==> config.mk <==
export PLATFORM = sky130hd
export DESIGN_NAME = codec_cfg_seq
export DESIGN_NICKNAME = d
export VERILOG_FILES = /design/src/rtl/codec_cfg_seq_pkg.sv /design/src/rtl/codec_cfg_seq_timer.sv /design/src/rtl/codec_cfg_seq.sv
export SDC_FILE = /design/constraint.sdc
export NUM_CORES = 1
export LEC_CHECK = 0
export CAP_MARGIN = 5
export CORE_MARGIN = 5
export CORE_UTILIZATION = 45
export CTS_BUF_LIST = sky130_fd_sc_hd__clkbuf_4
export DETAILED_ROUTE_END_ITERATION = 10
export PLACE_DENSITY_LB_ADDON = 0.25
export SLEW_MARGIN = 40
export SYNTH_ARGS = -nofsm -noshare
export SYNTH_HDL_FRONTEND = slang
export SYNTH_SLANG_ARGS = --single-unit
==> constraint.sdc <==
create_clock -name clk -period 2 [get_ports clk]
set_clock_uncertainty 0.15 [all_clocks]
set_input_delay 0.6 -clock clk [delete_from_list [all_inputs] [get_ports clk]]
set_output_delay 0.6 -clock clk [all_outputs]
set_load 0.01 [all_outputs]
==> src/rtl/codec_cfg_seq_pkg.sv <==
// Shared types for the codec configuration sequencer: FSM states,
// WM8731 register map and the default power-up table.
package codec_cfg_pkg;

  typedef enum logic [2:0] {
    ST_STARTUP,
    ST_LOAD,
    ST_ISSUE,
    ST_WAIT,
    ST_GAP,
    ST_DONE,
    ST_ERROR
  } cfg_state_e;

  localparam logic [6:0] R_LLINE = 7'h00;
  localparam logic [6:0] R_RLINE = 7'h01;
  localparam logic [6:0] R_LHP   = 7'h02;
  localparam logic [6:0] R_RHP   = 7'h03;
  localparam logic [6:0] R_APATH = 7'h04;
  localparam logic [6:0] R_DPATH = 7'h05;
  localparam logic [6:0] R_PWR   = 7'h06;
  localparam logic [6:0] R_DIF   = 7'h07;
  localparam logic [6:0] R_SAMP  = 7'h08;
  localparam logic [6:0] R_ACT   = 7'h09;
  localparam logic [6:0] R_RESET = 7'h0F;

  // Entries past the sent count repeat the activate write.
  localparam logic [6:0] cfg_reg [16] = '{
    R_RESET, R_LLINE, R_RLINE, R_LHP,
    R_APATH, R_DPATH, R_PWR,   R_DIF,
    R_SAMP,  R_ACT,   R_ACT,   R_ACT,
    R_ACT,   R_ACT,   R_ACT,   R_ACT
  };

  localparam logic [8:0] cfg_data [16] = '{
    9'h000, 9'h017, 9'h017, 9'h179,
    9'h012, 9'h000, 9'h000, 9'h042,
    9'h000, 9'h001, 9'h001, 9'h001,
    9'h001, 9'h001, 9'h001, 9'h001
  };

endpackage

==> src/rtl/codec_cfg_seq_timer.sv <==
// cfg_timer: loadable down-counter with enable and zero flag.
// Ports: i_load/i_val load, i_en decrement, o_zero when count is 0.
module cfg_timer #(
  parameter int W = 16
) (
  input  logic         clk,
  input  logic         rst_n,
  input  logic         i_load,
  input  logic         i_en,
  input  logic [W-1:0] i_val,
  output logic         o_zero
);

  logic [W-1:0] r_cnt;

  always_ff @(posedge clk or negedge rst_n) begin
    if (!rst_n) begin
      r_cnt <= '0;
    end else if (i_load) begin
      r_cnt <= i_val;
    end else if (i_en && r_cnt != '0) begin
      r_cnt <= r_cnt - 1'b1;
    end
  end

  assign o_zero = (r_cnt == '0);

endmodule

==> src/rtl/codec_cfg_seq.sv <==
// Codec power-up sequencer over the I2C go/end handshake: table walk,
// retry, gaps, timeout, progress/error flags and re-run on restart.
// Ports: clk, rst_n, restart; i2c_data/i2c_go out, i2c_end/i2c_ack_err
// in; cfg_busy/cfg_done/cfg_error/cfg_index status.
// Macro CODEC_CFG_VOLUME_EN adds vol_req, vol_value, vol_busy.
module codec_cfg_seq
  import codec_cfg_pkg::*;
#(
  parameter int         NUM_REGS       = 10,
  parameter logic [7:0] DEV_ADDR       = 8'h34,
  parameter int         STARTUP_CYCLES = 1000,
  parameter int         GAP_CYCLES     = 250,
  parameter int         TIMEOUT_CYCLES = 50000,
  parameter int         MAX_RETRY      = 3
) (
  input  logic        clk,
  input  logic        rst_n,
  input  logic        restart,
  output logic [23:0] i2c_data,
  output logic        i2c_go,
  input  logic        i2c_end,
  input  logic        i2c_ack_err,
  output logic        cfg_busy,
  output logic        cfg_done,
  output logic        cfg_error,
  output logic [3:0]  cfg_index
`ifdef CODEC_CFG_VOLUME_EN
  ,
  input  logic        vol_req,
  input  logic [6:0]  vol_value,
  output logic        vol_busy
`endif
);

  localparam int T0   = (STARTUP_CYCLES > 4*GAP_CYCLES) ?
                        STARTUP_CYCLES : 4*GAP_CYCLES;
  localparam int TMAX = (T0 > TIMEOUT_CYCLES) ? T0 : TIMEOUT_CYCLES;
  localparam int TW   = $clog2(TMAX + 1);

  cfg_state_e r_state, w_state_nxt;
  logic [3:0]  r_idx, w_idx_nxt;
  logic [3:0]  r_retry, w_rty_nxt;
  logic        r_rpend, w_rpend_nxt;
  logic        r_armed, w_armed_nxt;
  logic        r_go, w_go_nxt;
  logic [23:0] r_data, w_data_nxt;
  logic [23:0] w_word;
  logic        w_tmr_load, w_tmr_en, w_tmr_zero;
  logic [TW-1:0] w_tmr_val;
  logic        w_ok, w_fail, w_give_up;
  logic        w_vmode, w_vsel, w_first, w_last;

  cfg_timer #(.W(TW)) u_timer (
    .clk    (clk),
    .rst_n  (rst_n),
    .i_load (w_tmr_load),
    .i_en   (w_tmr_en),
    .i_val  (w_tmr_val),
    .o_zero (w_tmr_zero)
  );

`ifdef CODEC_CFG_VOLUME_EN
  logic       r_vmode;
  logic       r_vsel;
  logic [6:0] r_vval;

  always_ff @(posedge clk or negedge rst_n) begin
    if (!rst_n) begin
      r_vmode <= 1'b0;
      r_vsel  <= 1'b0;
      r_vval  <= '0;
    end else if (r_state == ST_DONE && !restart && vol_req) begin
      r_vmode <= 1'b1;
      r_vsel  <= 1'b0;
      r_vval  <= vol_value;
    end else if (r_vmode && w_ok) begin
      r_vsel  <= 1'b1;
      r_vmode <= !r_vsel;
    end else if (w_give_up) begin
      r_vmode <= 1'b0;
    end
  end

  assign w_vmode  = r_vmode;
  assign w_vsel   = r_vsel;
  assign vol_busy = r_vmode;
  assign w_word   = r_vmode ?
    {DEV_ADDR, (r_vsel ? R_RHP : R_LHP), 2'b01, r_vval} :
    {DEV_ADDR, cfg_reg[r_idx], cfg_data[r_idx]};
`else
  assign w_vmode = 1'b0;
  assign w_vsel  = 1'b0;
  assign w_word  = {DEV_ADDR, cfg_reg[r_idx], cfg_data[r_idx]};
`endif

  // Long settle gap only after the codec reset write succeeds.
  assign w_first   = !w_vmode && (r_idx == 4'd0);
  assign w_last    = w_vmode ? w_vsel : (r_idx == 4'(NUM_REGS - 1));
  assign w_give_up = w_fail && !(r_retry < 4'(MAX_RETRY));

  always_comb begin
    w_state_nxt = r_state;
    w_idx_nxt   = r_idx;
    w_rty_nxt   = r_retry;
    w_rpend_nxt = r_rpend;
    w_armed_nxt = r_armed;
    w_go_nxt    = r_go;
    w_data_nxt  = r_data;
    w_tmr_load  = 1'b0;
    w_tmr_en    = 1'b0;
    w_tmr_val   = '0;
    w_ok        = 1'b0;
    w_fail      = 1'b0;
    unique case (r_state)
      ST_STARTUP: begin
        w_tmr_en = 1'b1;
        // First cycle arms the timer; reset leaves it at zero.
        if (!r_armed) begin
          w_armed_nxt = 1'b1;
          w_tmr_load  = 1'b1;
          w_tmr_val   = TW'(STARTUP_CYCLES - 2);
        end else if (w_tmr_zero) begin
          w_armed_nxt = 1'b0;
          w_state_nxt = ST_LOAD;
        end
      end
      ST_LOAD: begin
        w_data_nxt  = w_word;
        w_rty_nxt   = '0;
        w_state_nxt = ST_ISSUE;
      end
      ST_ISSUE: begin
        w_go_nxt    = 1'b1;
        w_tmr_load  = 1'b1;
        w_tmr_val   = TW'(TIMEOUT_CYCLES - 1);
        w_state_nxt = ST_WAIT;
      end
      ST_WAIT: begin
        w_tmr_en = 1'b1;
        // An end coinciding with expiry wins over the timeout.
        if (i2c_end) begin
          w_go_nxt = 1'b0;
          w_ok     = !i2c_ack_err;
          w_fail   = i2c_ack_err;
        end else if (w_tmr_zero) begin
          w_go_nxt = 1'b0;
          w_fail   = 1'b1;
        end
      end
      ST_GAP: begin
        w_tmr_en = 1'b1;
        if (w_tmr_zero) begin
          w_state_nxt = r_rpend ? ST_ISSUE : ST_LOAD;
          w_rpend_nxt = 1'b0;
        end
      end
      ST_DONE: begin
        if (restart) begin
          w_idx_nxt   = '0;
          w_state_nxt = ST_STARTUP;
        end
`ifdef CODEC_CFG_VOLUME_EN
        else if (vol_req) begin
          w_state_nxt = ST_LOAD;
        end
`endif
      end
      ST_ERROR: begin
        if (restart) begin
          w_idx_nxt   = '0;
          w_state_nxt = ST_STARTUP;
        end
      end
      default: w_state_nxt = ST_STARTUP;
    endcase

    if (w_ok) begin
      if (w_last) begin
        w_state_nxt = ST_DONE;
      end else begin
        w_state_nxt = ST_GAP;
        w_tmr_load  = 1'b1;
        w_tmr_val   = w_first ? TW'(4*GAP_CYCLES - 1) :
                                TW'(GAP_CYCLES - 1);
        if (!w_vmode) w_idx_nxt = r_idx + 4'd1;
      end
    end

    if (w_fail) begin
      if (w_give_up) begin
        w_state_nxt = ST_ERROR;
      end else begin
        w_rty_nxt   = r_retry + 4'd1;
        w_rpend_nxt = 1'b1;
        w_state_nxt = ST_GAP;
        w_tmr_load  = 1'b1;
        w_tmr_val   = TW'(GAP_CYCLES - 1);
      end
    end
  end

  always_ff @(posedge clk or negedge rst_n) begin
    if (!rst_n) begin
      r_state <= ST_STARTUP;
      r_idx   <= '0;
      r_retry <= '0;
      r_rpend <= 1'b0;
      r_armed <= 1'b0;
      r_go    <= 1'b0;
      r_data  <= '0;
    end else begin
      r_state <= w_state_nxt;
      r_idx   <= w_idx_nxt;
      r_retry <= w_rty_nxt;
      r_rpend <= w_rpend_nxt;
      r_armed <= w_armed_nxt;
      r_go    <= w_go_nxt;
      r_data  <= w_data_nxt;
    end
  end

  assign i2c_data  = r_data;
  assign i2c_go    = r_go;
  assign cfg_index = r_idx;
  assign cfg_done  = (r_state == ST_DONE);
  assign cfg_error = (r_state == ST_ERROR);
  assign cfg_busy  = !(cfg_done || cfg_error) && !w_vmode;

endmodule

==> results of run 1 <==
Yosys cell counts, types with 3 or more instances:
cell | instances | share of area, %
sky130_fd_sc_hd__o21ai_0 | 20 | 3.8
sky130_fd_sc_hd__clkbuf_1 | 5 | 0.72
sky130_fd_sc_hd__mux2i_1 | 3 | 1.2
sky130_fd_sc_hd__nand2b_1 | 4 | 0.96
sky130_fd_sc_hd__nand2_1 | 26 | 3.8
sky130_fd_sc_hd__o21ai_1 | 9 | 1.7
sky130_fd_sc_hd__a22o_1 | 3 | 1.0
sky130_fd_sc_hd__nand3b_1 | 4 | 1.2
sky130_fd_sc_hd__nor3_1 | 10 | 1.9
sky130_fd_sc_hd__nor4b_2 | 4 | 2.3
sky130_fd_sc_hd__buf_2 | 7 | 1.3
sky130_fd_sc_hd__buf_4 | 16 | 4.6
sky130_fd_sc_hd__or3_1 | 5 | 1.2
sky130_fd_sc_hd__nor2b_1 | 4 | 0.96
sky130_fd_sc_hd__dfrtp_1 | 41 | 39
sky130_fd_sc_hd__and2_1 | 3 | 0.72
sky130_fd_sc_hd__nand3_1 | 11 | 2.1
sky130_fd_sc_hd__o31ai_1 | 8 | 2.3
sky130_fd_sc_hd__o211ai_1 | 3 | 0.87
sky130_fd_sc_hd__nor2_1 | 23 | 3.3
sky130_fd_sc_hd__xnor2_1 | 9 | 3.0
sky130_fd_sc_hd__inv_1 | 14 | 2.0
sky130_fd_sc_hd__ha_1 | 9 | 4.3
sky130_fd_sc_hd__a21oi_1 | 10 | 1.9
layout make-up:
class                      instances  area, sq um
sequential                        41         1030
tap                               72         90.1
clock buffer                       5         37.5
clock inverter                     3         25.0
inverter                          14         52.6
multi-input combinational        214         1640
fill                             433         1760
timing repair buffer             111          952
final timing paths:
| path | startpoint | to | slack (ns) |
|---|---|---|---|
| setup / recovery | u_timer.r_cnt[1] | u_timer.r_cnt[11] | -0.1 |
| min in group clk | i2c_data[12] | i2c_data[12] | 0.34 |
| setup reg to reg | u_timer.r_cnt[1] | u_timer.r_cnt[11] | -0.1 |
| hold / removal | rst_n | i2c_data[0] | 0.03 |
| max in group asynchronous | rst_n | u_timer.r_cnt[2] | 1.45 |
| hold reg to reg | i2c_data[12] | i2c_data[12] | 0.34 |
per-layer routing:
| layer | GRT usage (%) | vias to the layer above | wire (um) |
|---|---|---|---|
| met5 | 0 | - | 0 |
| met4 | 4.32 | 0 | 121 |
| met3 | 2.50 | 12 | 438 |
| met2 | 30.1 | 88 | 3430 |
| met1 | 23.1 | 1203 | 2980 |
| li1 | - | 1203 | - |
stage by stage:
stage,util (%),cell area [sq um],instances,total power [W],setup TNS [ns]
6_report,68.5,3820,460,0.00517,-0.516
5_1_grt,68.5,3820,460,0.00556,-2.51
2_1_floorplan,-,2630,297,0.00293,0
3_5_place_dp,58.3,3250,423,0.00400,-7.34
3_3_place_gp,58.3,3250,423,0.00395,-6.72
4_1_cts,62.8,3500,447,0.00463,-0.0450
state kept, by name (all words and copies together), names as in the netlist:
| signal | count |
|---|---|
| u_timer.r_cnt | 16 |
| r_retry | 4 |
| cfg_index | 4 |
| r_state | 3 |
| i2c_go | 1 |
| r_rpend | 1 |
| r_armed | 1 |
| i2c_data | 11 |
timing repair:
item / CTS / global route
endpoints found under the setup margin: 45 / 27
pin swaps: 11 / 15
resized for setup: 55 / 57
endpoints found under the hold margin: 0 / 0
buffers inserted: 17 / 14
cell usage in the layout, fill, tap and decap left out, types with 6 or more instances in the layout:
cell type,instances
sky130_fd_sc_hd__nand3_1,11
sky130_fd_sc_hd__nand2_1,23
sky130_fd_sc_hd__o21ai_0,16
sky130_fd_sc_hd__xnor2_1,9
sky130_fd_sc_hd__o21ai_1,9
sky130_fd_sc_hd__a21oi_1,9
sky130_fd_sc_hd__nor2_1,18
sky130_fd_sc_hd__inv_2,6
sky130_fd_sc_hd__o31ai_1,7
sky130_fd_sc_hd__dlygate4sd2_1,19
sky130_fd_sc_hd__conb_1,9
sky130_fd_sc_hd__dfrtp_1,41
sky130_fd_sc_hd__buf_4,66
sky130_fd_sc_hd__inv_1,8
sky130_fd_sc_hd__buf_6,16
logic make-up after synthesis:
kind of cell             count (synthesis)
AND/OR/NAND/NOR                        111
adder cells (fa/ha/maj)                  9
buffers and inverters                   42
AO/OA/AOI/OAI                           70
flip-flops                              41
multiplexers                             4
XOR/XNOR                                11
other                                    1
power groups by stage:
stage	Clock [W]	Combinational (W)	Sequential [W]
4_1_cts	0.000477	0.00282	0.00133
6_report	0.000466	0.00336	0.00135
3_3_place_gp	0	0.00259	0.00136
5_1_grt	0.000513	0.00366	0.00139
2_1_floorplan	0	0.00152	0.00141
3_5_place_dp	0	0.00263	0.00137
==> impl_summary.log, run 1 <==
[metrics] outcome: finished, violations left
[metrics] violations in the final reports: negative setup slack
[metrics] Worst Reg2Reg Path Length in Cells: 10
[metrics] crit-path max FO: 6
[metrics] number of buffers and inverters on the critical path: 4
[metrics] count of clock tree sinks: ~40
[metrics] launching element type of the critical path: flip-flop
[metrics] Cell Chain, Critical Path: inv_2 > ha_4 > nor4b_4 > buf_4 > nand4_4 > buf_4 > buf_6 > nand4b_1 > xor2_1 > nor2_1
[metrics] total power divided by cell area: 1350 nW/um^2
[metrics] Via Count: 2506
[metrics] worst setup slack after placement: -0.383 ns
[metrics] detailed-route wire length per cell: 15.1 um
[metrics] number of standard cells after synthesis: ~290
[metrics] number of flops mapped to enable cells by yosys: 0
[metrics] cell area after synthesis: ~2600 sq um
[metrics] sequential fraction of the synthesis area: 39.4%
[metrics] Synth Area in XOR/XNOR: 3.70%
[metrics] critical path depth: 10
[metrics] post-synthesis register bit count: 41
[metrics] Final period util: 105%
[metrics] crit end category: flip-flop
[metrics] total die area: 7400 sq um
[metrics] CTS tree: built
[metrics] switching share of power: between 40 and 50%
[metrics] dominant combinational cell family by area after synthesis: simple AND/OR/NAND/NOR gates
[metrics] share of cell area taken by muxes after synthesis: 1.59%
[metrics] FP Rows: 27
[metrics] VDD IR-drop max: roughly 0.77 mV
[metrics] final critical path time including I/O delays and setup: 2.10 ns
[metrics] Layout Area Growth over Synthesis: 46.8%
[metrics] CTS H-Tree Depth: 2
[metrics] detailed-router iteration count before antenna repair: 5
[metrics] final wirelength: 6970 um
[metrics] combinational fraction of design power: 64.9%
[metrics] sum of net half-perimeters after detailed placement: between 4000 and 5000 um
[metrics] Sequential Power Share: 26.0%
[metrics] fraction of power consumed by the clock network: 9.0%
[metrics] post-layout worst setup margin: -0.0970 ns
[metrics] number of maximum-capacitance violations: 0
[metrics] maximum root-to-sink buffer count: 2
[metrics] count of buffers from port buffering: 27
[metrics] adder and majority cell fraction of the synthesized area: 4.33%
[metrics] net switching power: 0.00222 W
[metrics] standard cell core area: ~5600 sq um
[metrics] total of hold buffers inserted after clock tree synthesis: 0
[metrics] number of antenna repair diodes: 0
[metrics] Int Pwr: 0.00294 W
[metrics] data required time at the worst endpoint: 2.11 ns
[metrics] CP dominant cell by count: sky130_fd_sc_hd__buf_4
[metrics] fmax: 0.477 GHz
[metrics] Synth warnings: 0
[metrics] count of final hold-check violations: 0
[metrics] endpoint arrival time on the critical path: around 2.2 ns
[metrics] library cell used as clock root buffer: sky130_fd_sc_hd__clkbuf_4
[metrics] num ports: 37
[metrics] drt via density: 5.45
[metrics] cell type group with the largest total delay on the critical path: buffers and inverters
[metrics] CTS clk-pin slew, worst paths: 0.14 ns
[metrics] vertical die dimension: 86.0 um
[metrics] minimum hold slack: 0.0295 ns
[metrics] pin count of the biggest net entering global routing: 42
[metrics] ratio of cells with drive above 1 in the final layout: between 30 and 40%
[metrics] number of max-slew violations in the final report: 0
[metrics] path type of the worst setup path: flip-flop to flip-flop
[metrics] Num CTS Buffers: 5
[metrics] initial standard-cell utilization of the core: 46.7%
[metrics] unrepaired setup endpoints after global routing: yes
[metrics] cell type of the slowest stage on the worst timing path: sky130_fd_sc_hd__dfrtp_1
[metrics] Final ANT Viol Nets: 0
[metrics] Max stage delay on crit path: 0.43 ns
[metrics] Worst-Skew Late Latency: 0.37 ns
[metrics] overflow left after global routing: 0
[metrics] number of different library cells in the post-synthesis netlist: 54
[metrics] number of global-route vias before repair: 2225
[metrics] Die X-Extent: between 80 and 90 um
[metrics] GRT Resource Usage Total: ~17%
[metrics] mean post-synth cell area: 9.00 sq um
[metrics] main flop type after synthesis: sky130_fd_sc_hd__dfrtp_1
[metrics] antenna violations before repair: 0
[metrics] share of the synthesized area in compound gates (AO/OA/AOI/OAI): 17.4%
[metrics] Hold Path Class: input port to asynchronous set/reset pin
[metrics] placer's final routability congestion estimate: approximately 0.82
[metrics] global-route wire length before repair: approximately 10000 um
[metrics] net count of the finished layout: 401
[metrics] ys async rst share: 100%
[metrics] DRC violation count after routing: 0
[metrics] detailed router's first-iteration violation count: 127
[metrics] area fraction in and, or, nand and nor cells after synthesis: between 20% and 30%
[metrics] Leak Pwr: 1.68 nW
[metrics] final setup violating endpoints: 11
No activity file was read; power rests on OpenSTA's default activity.
==> run 2: changes to the inputs <==
Settings changed: CORE_MARGIN 5 to 4, CORE_UTILIZATION 45 to 35.
==> impl_summary.log, run 2 (synthesized netlist as in run 1, its figures left out) <==
[metrics] outcome: finished, violations left
[metrics] violations in the final reports: negative setup slack
[metrics] FP Rows: 31
[metrics] Final ANT Viol Nets: 0
[metrics] Int Pwr: 0.00281 W
[metrics] number of cells on the worst hold path: 2
[metrics] most flop-heavy register: u_timer.r_cnt
[metrics] ratio of cells with drive above 1 in the final layout: 36.2%
[metrics] count of buffers from port buffering: 27
[metrics] Final period util: 102%
[metrics] sum of net half-perimeters after detailed placement: approximately 4700 um
[metrics] final critical path time including I/O delays and setup: just over 2 ns
[metrics] total die area: 8880 sq um
[metrics] Via Count: 2360
[metrics] Leak Pwr: between 1.5 and 2 nW
[metrics] DRC violation count after routing: 0
[metrics] placer's final routability congestion estimate: 0.841
[metrics] final setup violating endpoints: 1
[metrics] Worst Min Path Start: i2c_data[1]
[metrics] data required time at the worst endpoint: 2.13 ns
[metrics] worst setup path startpoint: r_state[1]
[metrics] crit end category: flip-flop
[metrics] num ports: 37
[metrics] Hold Path Class: flip-flop to flip-flop
[metrics] launching element type of the critical path: flip-flop
[metrics] global-route wire length before repair: 10800 um
[metrics] number of max-slew violations in the final report: 0
[metrics] area occupied by registers: between 1000 and 1500 sq um
[metrics] CTS clk-pin slew, worst paths: 0.15 ns
[metrics] net count of the finished layout: 391
[metrics] vertical die dimension: ~94 um
[metrics] crit-path max FO: 9
[metrics] fraction of power consumed by the clock network: 9.3%
[metrics] Reg-to-Reg Start: r_state[1]
[metrics] maximum root-to-sink buffer count: 2
[metrics] initial standard-cell utilization of the core: 35.9%
[metrics] endpoint arrival time on the critical path: 2.16 ns
[metrics] count of clock tree sinks: 41
[metrics] minimum hold slack: 0.338 ns
[metrics] unrepaired setup endpoints after global routing: yes
[metrics] fmax: ~0.49 GHz
[metrics] Layout Area Growth over Synthesis: 43.2%
[metrics] final wirelength: 6480 um
[metrics] GRT Resource Usage Total: 15.3%
[metrics] net switching power: 0.00212 W
[metrics] post-layout worst setup margin: -0.0300 ns
[metrics] flip-flop count of the largest register, all copies and words added: 16
[metrics] Die X-Extent: roughly 94 um
[metrics] worst setup slack after placement: -0.395 ns
[metrics] detailed-router iteration count before antenna repair: 4
[metrics] highest-count cells in the layout ignoring fill and taps: sky130_fd_sc_hd__buf_4, sky130_fd_sc_hd__dfrtp_1, sky130_fd_sc_hd__nand2_1
[metrics] number of maximum-capacitance violations: 0
[metrics] drt via density: 4.95
[metrics] count of final hold-check violations: 0
[metrics] Num CTS Buffers: 5
[metrics] detailed-route wire length per cell: 13.6 um
[metrics] number of antenna repair diodes: 0
[metrics] pin count of the biggest net entering global routing: 27
[metrics] library cell used as clock root buffer: sky130_fd_sc_hd__clkbuf_4
[metrics] antenna violations before repair: 0
[metrics] number of global-route vias before repair: 2269
[metrics] Sequential Power Share: 27.2%
[metrics] instance count after placement with tap cells included: 448
[metrics] most common library cell in the layout ignoring fill and taps: sky130_fd_sc_hd__buf_4
[metrics] standard cell core area: roughly 7300 sq um
[metrics] VDD IR-drop max: just over 0.6 mV
[metrics] area taken by multi-input logic gates: 1630 sq um
[metrics] filler-free cell count of the finished design: 477
[metrics] detailed router's first-iteration violation count: 92
[metrics] CTS H-Tree Depth: 2
[metrics] Worst Reg2Reg Path Length in Cells: 7
[metrics] post-route core utilization: 51.4%
[metrics] combinational fraction of design power: 63.5%
[metrics] path type of the worst setup path: flip-flop to flip-flop
[metrics] CTS tree: built
[metrics] Worst-Skew Late Latency: 0.37 ns
[metrics] switching share of power: 43.0%
[metrics] total power divided by cell area: 1320 nW/um^2
[metrics] overflow left after global routing: 0
[metrics] Filler Cell Count: about 700
## run 2: cell type report
type | instances | area share [%]
well taps | 99 | 3.33
flip-flops and latches | 41 | 27.6
repair buffers | 101 | 22.2
clock inverters | 3 | 0.672
clock buffers | 5 | 1.01
inverters | 14 | 1.41
multi-input cells | 214 | 43.8
## run 2: layer usage
metal | vias to the layer above | wire length, um | GRT usage [%]
li1 | 1181 | - | -
met1 | 1122 | 3000 | 19.7
met2 | 53 | 3190 | 26.7
met3 | 4 | 248 | 2.24
met4 | 0 | 43 | 4.09
met5 | - | 0 | 0
## run 2: worst max-delay path, stage by stage, from the launching register on
cell and delay (ns):
sky130_fd_sc_hd__dfrtp_1 0.42, sky130_fd_sc_hd__buf_4 0.14, sky130_fd_sc_hd__buf_6 0.12, sky130_fd_sc_hd__or2_4 0.25, sky130_fd_sc_hd__a21oi_4 0.18, sky130_fd_sc_hd__nand2_2 0.13, sky130_fd_sc_hd__or3_4 0.40, sky130_fd_sc_hd__a31oi_4 0.16
## run 2: worst paths after layout
kind | end | slack [ns]
worst max-delay path | u_timer.r_cnt[15] | -0.03
worst min-delay path | i2c_data[1] | 0.34
worst max register to register | u_timer.r_cnt[15] | -0.03
min in group asynchronous | r_retry[2] | 0.53
max in group asynchronous | u_timer.r_cnt[1] | 0.68
worst min register to register | i2c_data[1] | 0.34
## run 2: what timing repair did
action | in CTS | in global routing
endpoints found under the setup margin | 46 | 27
resized for setup | 66 | 41
hold buffers | 1 | 0
pin swaps | 15 | 18
endpoints found under the hold margin | 15 | 0
buffers inserted | 18 | 6
## run 2: power by group through the flow
stage / Clock (W) / Sequential (W) / Combinational (W)
after floorplan: 0 / 0.00141 / 0.00152
final: 0.000456 / 0.00134 / 0.00313
after global placement: 0 / 0.00136 / 0.00255
after CTS: 0.000482 / 0.00133 / 0.00286
after detailed placement: 0 / 0.00136 / 0.00258
after global routing: 0.000518 / 0.00139 / 0.00344
## run 2: per-stage QoR
step | TNS, ns | cell area, sq um | total power (W)
floorplan | 0 | 2630 | 0.00293
global placement | -5.82 | 3260 | 0.00391
detailed placement | -6.68 | 3260 | 0.00394
CTS | -0.0414 | 3540 | 0.00468
global route | -0.874 | 3720 | 0.00535
finish | -0.0300 | 3720 | 0.00492
==> run 3: changes to the inputs <==
Settings changed: CORE_UTILIZATION 35 to 25.
==> impl_summary.log, run 3 (synthesized netlist as in run 1, its figures left out) <==
[metrics] crit-path max FO: 6
[metrics] CTS tree: built
[metrics] post-layout worst setup margin: -0.0431 ns
[metrics] unrepaired setup endpoints after global routing: yes
[metrics] Sequential Power Share: between 20% and 30%
[metrics] standard cell core area: 9950 sq um
[metrics] antenna violations before repair: 0
[metrics] Leak Pwr: 1.69 nW
[metrics] GRT Resource Usage Total: a little under an eighth
[metrics] vertical die dimension: 110 um
[metrics] data required time at the worst endpoint: 2.11 ns
[metrics] Via Count: 2377
[metrics] count of final hold-check violations: 0
[metrics] global-route wire length before repair: 11500 um
[metrics] maximum root-to-sink buffer count: 2
[metrics] combinational fraction of design power: 60.3%
[metrics] endpoint arrival time on the critical path: approximately 2.2 ns
[metrics] path type of the worst setup path: flip-flop to flip-flop
[metrics] final setup violating endpoints: 2
[metrics] Filler Cell Count: about 1000
[metrics] post-route core utilization: 38.4%
[metrics] cell type of the slowest stage on the worst timing path: sky130_fd_sc_hd__dfrtp_1
[metrics] pin count of the biggest net entering global routing: 42
[metrics] num ports: 37
[metrics] outcome: finished, violations left
[metrics] overflow left after global routing: 0
[metrics] number of max-slew violations in the final report: 0
[metrics] Hold Path Class: input port to asynchronous set/reset pin
[metrics] placed cell areas: ~3300 sq um
[metrics] Final TNS setup: -0.0563 ns
[metrics] number of maximum-capacitance violations: 0
[metrics] highest-count cells in the layout ignoring fill and taps: sky130_fd_sc_hd__buf_4, sky130_fd_sc_hd__dfrtp_1, sky130_fd_sc_hd__nand2_1
[metrics] total power divided by cell area: 1350 nW/um^2
[metrics] count of buffers from port buffering: 27
[metrics] final wirelength: 6930 um
[metrics] CTS clk-pin slew, worst paths: 0.14 ns
[metrics] most flop-heavy register: u_timer.r_cnt
[metrics] DRC violation count after routing: 0
[metrics] net switching power: 0.00210 W
[metrics] placer's final routability congestion estimate: 0.863
[metrics] total die area: between 10000 and 15000 sq um
[metrics] Cell Chain, Critical Path: inv_2 > ha_4 > nor4b_4 > buf_4 > nand4_4 > a22oi_2 > o21bai_1 > a221o_1
[metrics] violations in the final reports: negative setup slack
[metrics] detailed-route wire length per cell: 13.4 um
[metrics] drt via density: 4.58
[metrics] count of clock tree sinks: 41
[metrics] area occupied by registers: 1030 sq um
[metrics] Layout Area Growth over Synthesis: 47.1%
[metrics] Num CTS Buffers: 5
[metrics] flip-flop count of the largest register, all copies and words added: 16
[metrics] CTS H-Tree Depth: 2
[metrics] fraction of power consumed by the clock network: between 10% and 20%
[metrics] Final period util: 102%
[metrics] library cell used as clock root buffer: sky130_fd_sc_hd__clkbuf_4
[metrics] Final ANT Viol Nets: 0
[metrics] sum of net half-perimeters after detailed placement: 4980 um
[metrics] minimum hold slack: 0.0447 ns
[metrics] area taken by multi-input logic gates: 1580 sq um
[metrics] detailed-router iteration count before antenna repair: 4
[metrics] crit end category: flip-flop
[metrics] Die X-Extent: 110 um
[metrics] number of global-route vias before repair: approximately 2300
[metrics] VDD IR-drop max: between 0.4 and 0.5 mV
[metrics] most common library cell in the layout ignoring fill and taps: sky130_fd_sc_hd__buf_4
[metrics] initial standard-cell utilization of the core: 26.1%
[metrics] Worst-Skew Late Latency: approximately 0.36 ns
[metrics] Max stage delay on crit path: 0.42 ns
[metrics] fmax: 0.489 GHz
[metrics] switching share of power: 40.7%
[metrics] finished layout cell area: 3830 sq um
[metrics] FP Rows: 36
[metrics] ratio of cells with drive above 1 in the final layout: between 30% and 40%
[metrics] Int Pwr: 0.00306 W
[metrics] launching element type of the critical path: flip-flop
[metrics] detailed router's first-iteration violation count: 66
[metrics] worst setup slack after placement: -0.416 ns
[metrics] net count of the finished layout: 398
[metrics] final critical path time including I/O delays and setup: 2.04 ns
run 3: changes by cell type in the layout (fill, tap and decap cells not counted), moves of 3 or more:
cell / delta
sky130_fd_sc_hd__o21ai_0: +4
sky130_fd_sc_hd__a21oi_2: +3
sky130_fd_sc_hd__o21ai_1: -3
sky130_fd_sc_hd__buf_4: +7
run 3: per-layer routing:
layer	share of wire, %	global-route usage [%]	vias up
met5	0	0	-
met4	1.6	3.21	0
met3	3.4	2.10	9
met2	46	19.4	42
met1	49	16.2	1131
li1	-	-	1195
run 3: power by group through the flow:
stage / registers, W / logic [W] / clock network, W
after floorplan: 0.00141 / 0.00152 / 0
after global placement: 0.00137 / 0.00268 / 0
after detailed placement: 0.00138 / 0.00270 / 0
final: 0.00134 / 0.00312 / 0.000705
after global routing: 0.00138 / 0.00345 / 0.000770
after CTS: 0.00134 / 0.00291 / 0.000741
run 3: path summary, 6_finish.rpt:
check / start / to / slack (ns) / cells after the start
worst min-delay path: rst_n / i2c_go / 0.04 / 2
min in group clk: i2c_data[9] / i2c_data[9] / 0.34 / 2
max in group asynchronous: rst_n / cfg_index[2] / 1.43 / 2
worst min register to register: i2c_data[9] / i2c_data[9] / 0.34 / 2
worst max register to register: u_timer.r_cnt[1] / r_state[1] / -0.04 / 8
worst max-delay path: u_timer.r_cnt[1] / r_state[1] / -0.04 / 8
run 3: final cells by class:
cell class	instances	area share, %
sequential	41	26.9
tap	133	4.35
clock inverter	3	1.80
inverter	14	1.37
multi-input combinational	214	41.2
timing repair buffer	108	23.3
clock buffer	5	0.981
antenna	1	0.0654
run 3: worst max-delay path: cells and delay by family (launching register included):
family | cells | cell delay, ns
simple gates | 2 | 0.35
fa+ha+maj | 1 | 0.16
buf+inv | 2 | 0.25
compound gates | 3 | 0.60
flops | 1 | 0.42
run 3: metrics by stage:
| step | total power [W] | instances |
|---|---|---|
| after floorplan | 0.00293 | 297 |
| after global placement | 0.00404 | 484 |
| after detailed placement | 0.00407 | 484 |
| after CTS | 0.00499 | 515 |
| after global routing | 0.00560 | 518 |
| final | 0.00516 | 519 |
run 3: repair_timing:
action / 4_1_cts / 5_1_grt
endpoints found under the hold margin: 0 / 0
buffers inserted: 23 / 5
gates cloned: 0 / 0
resized for setup: 53 / 38
setup endpoints to repair: 46 / 26
hold buffers: 0 / 0
pin swaps: 11 / 24
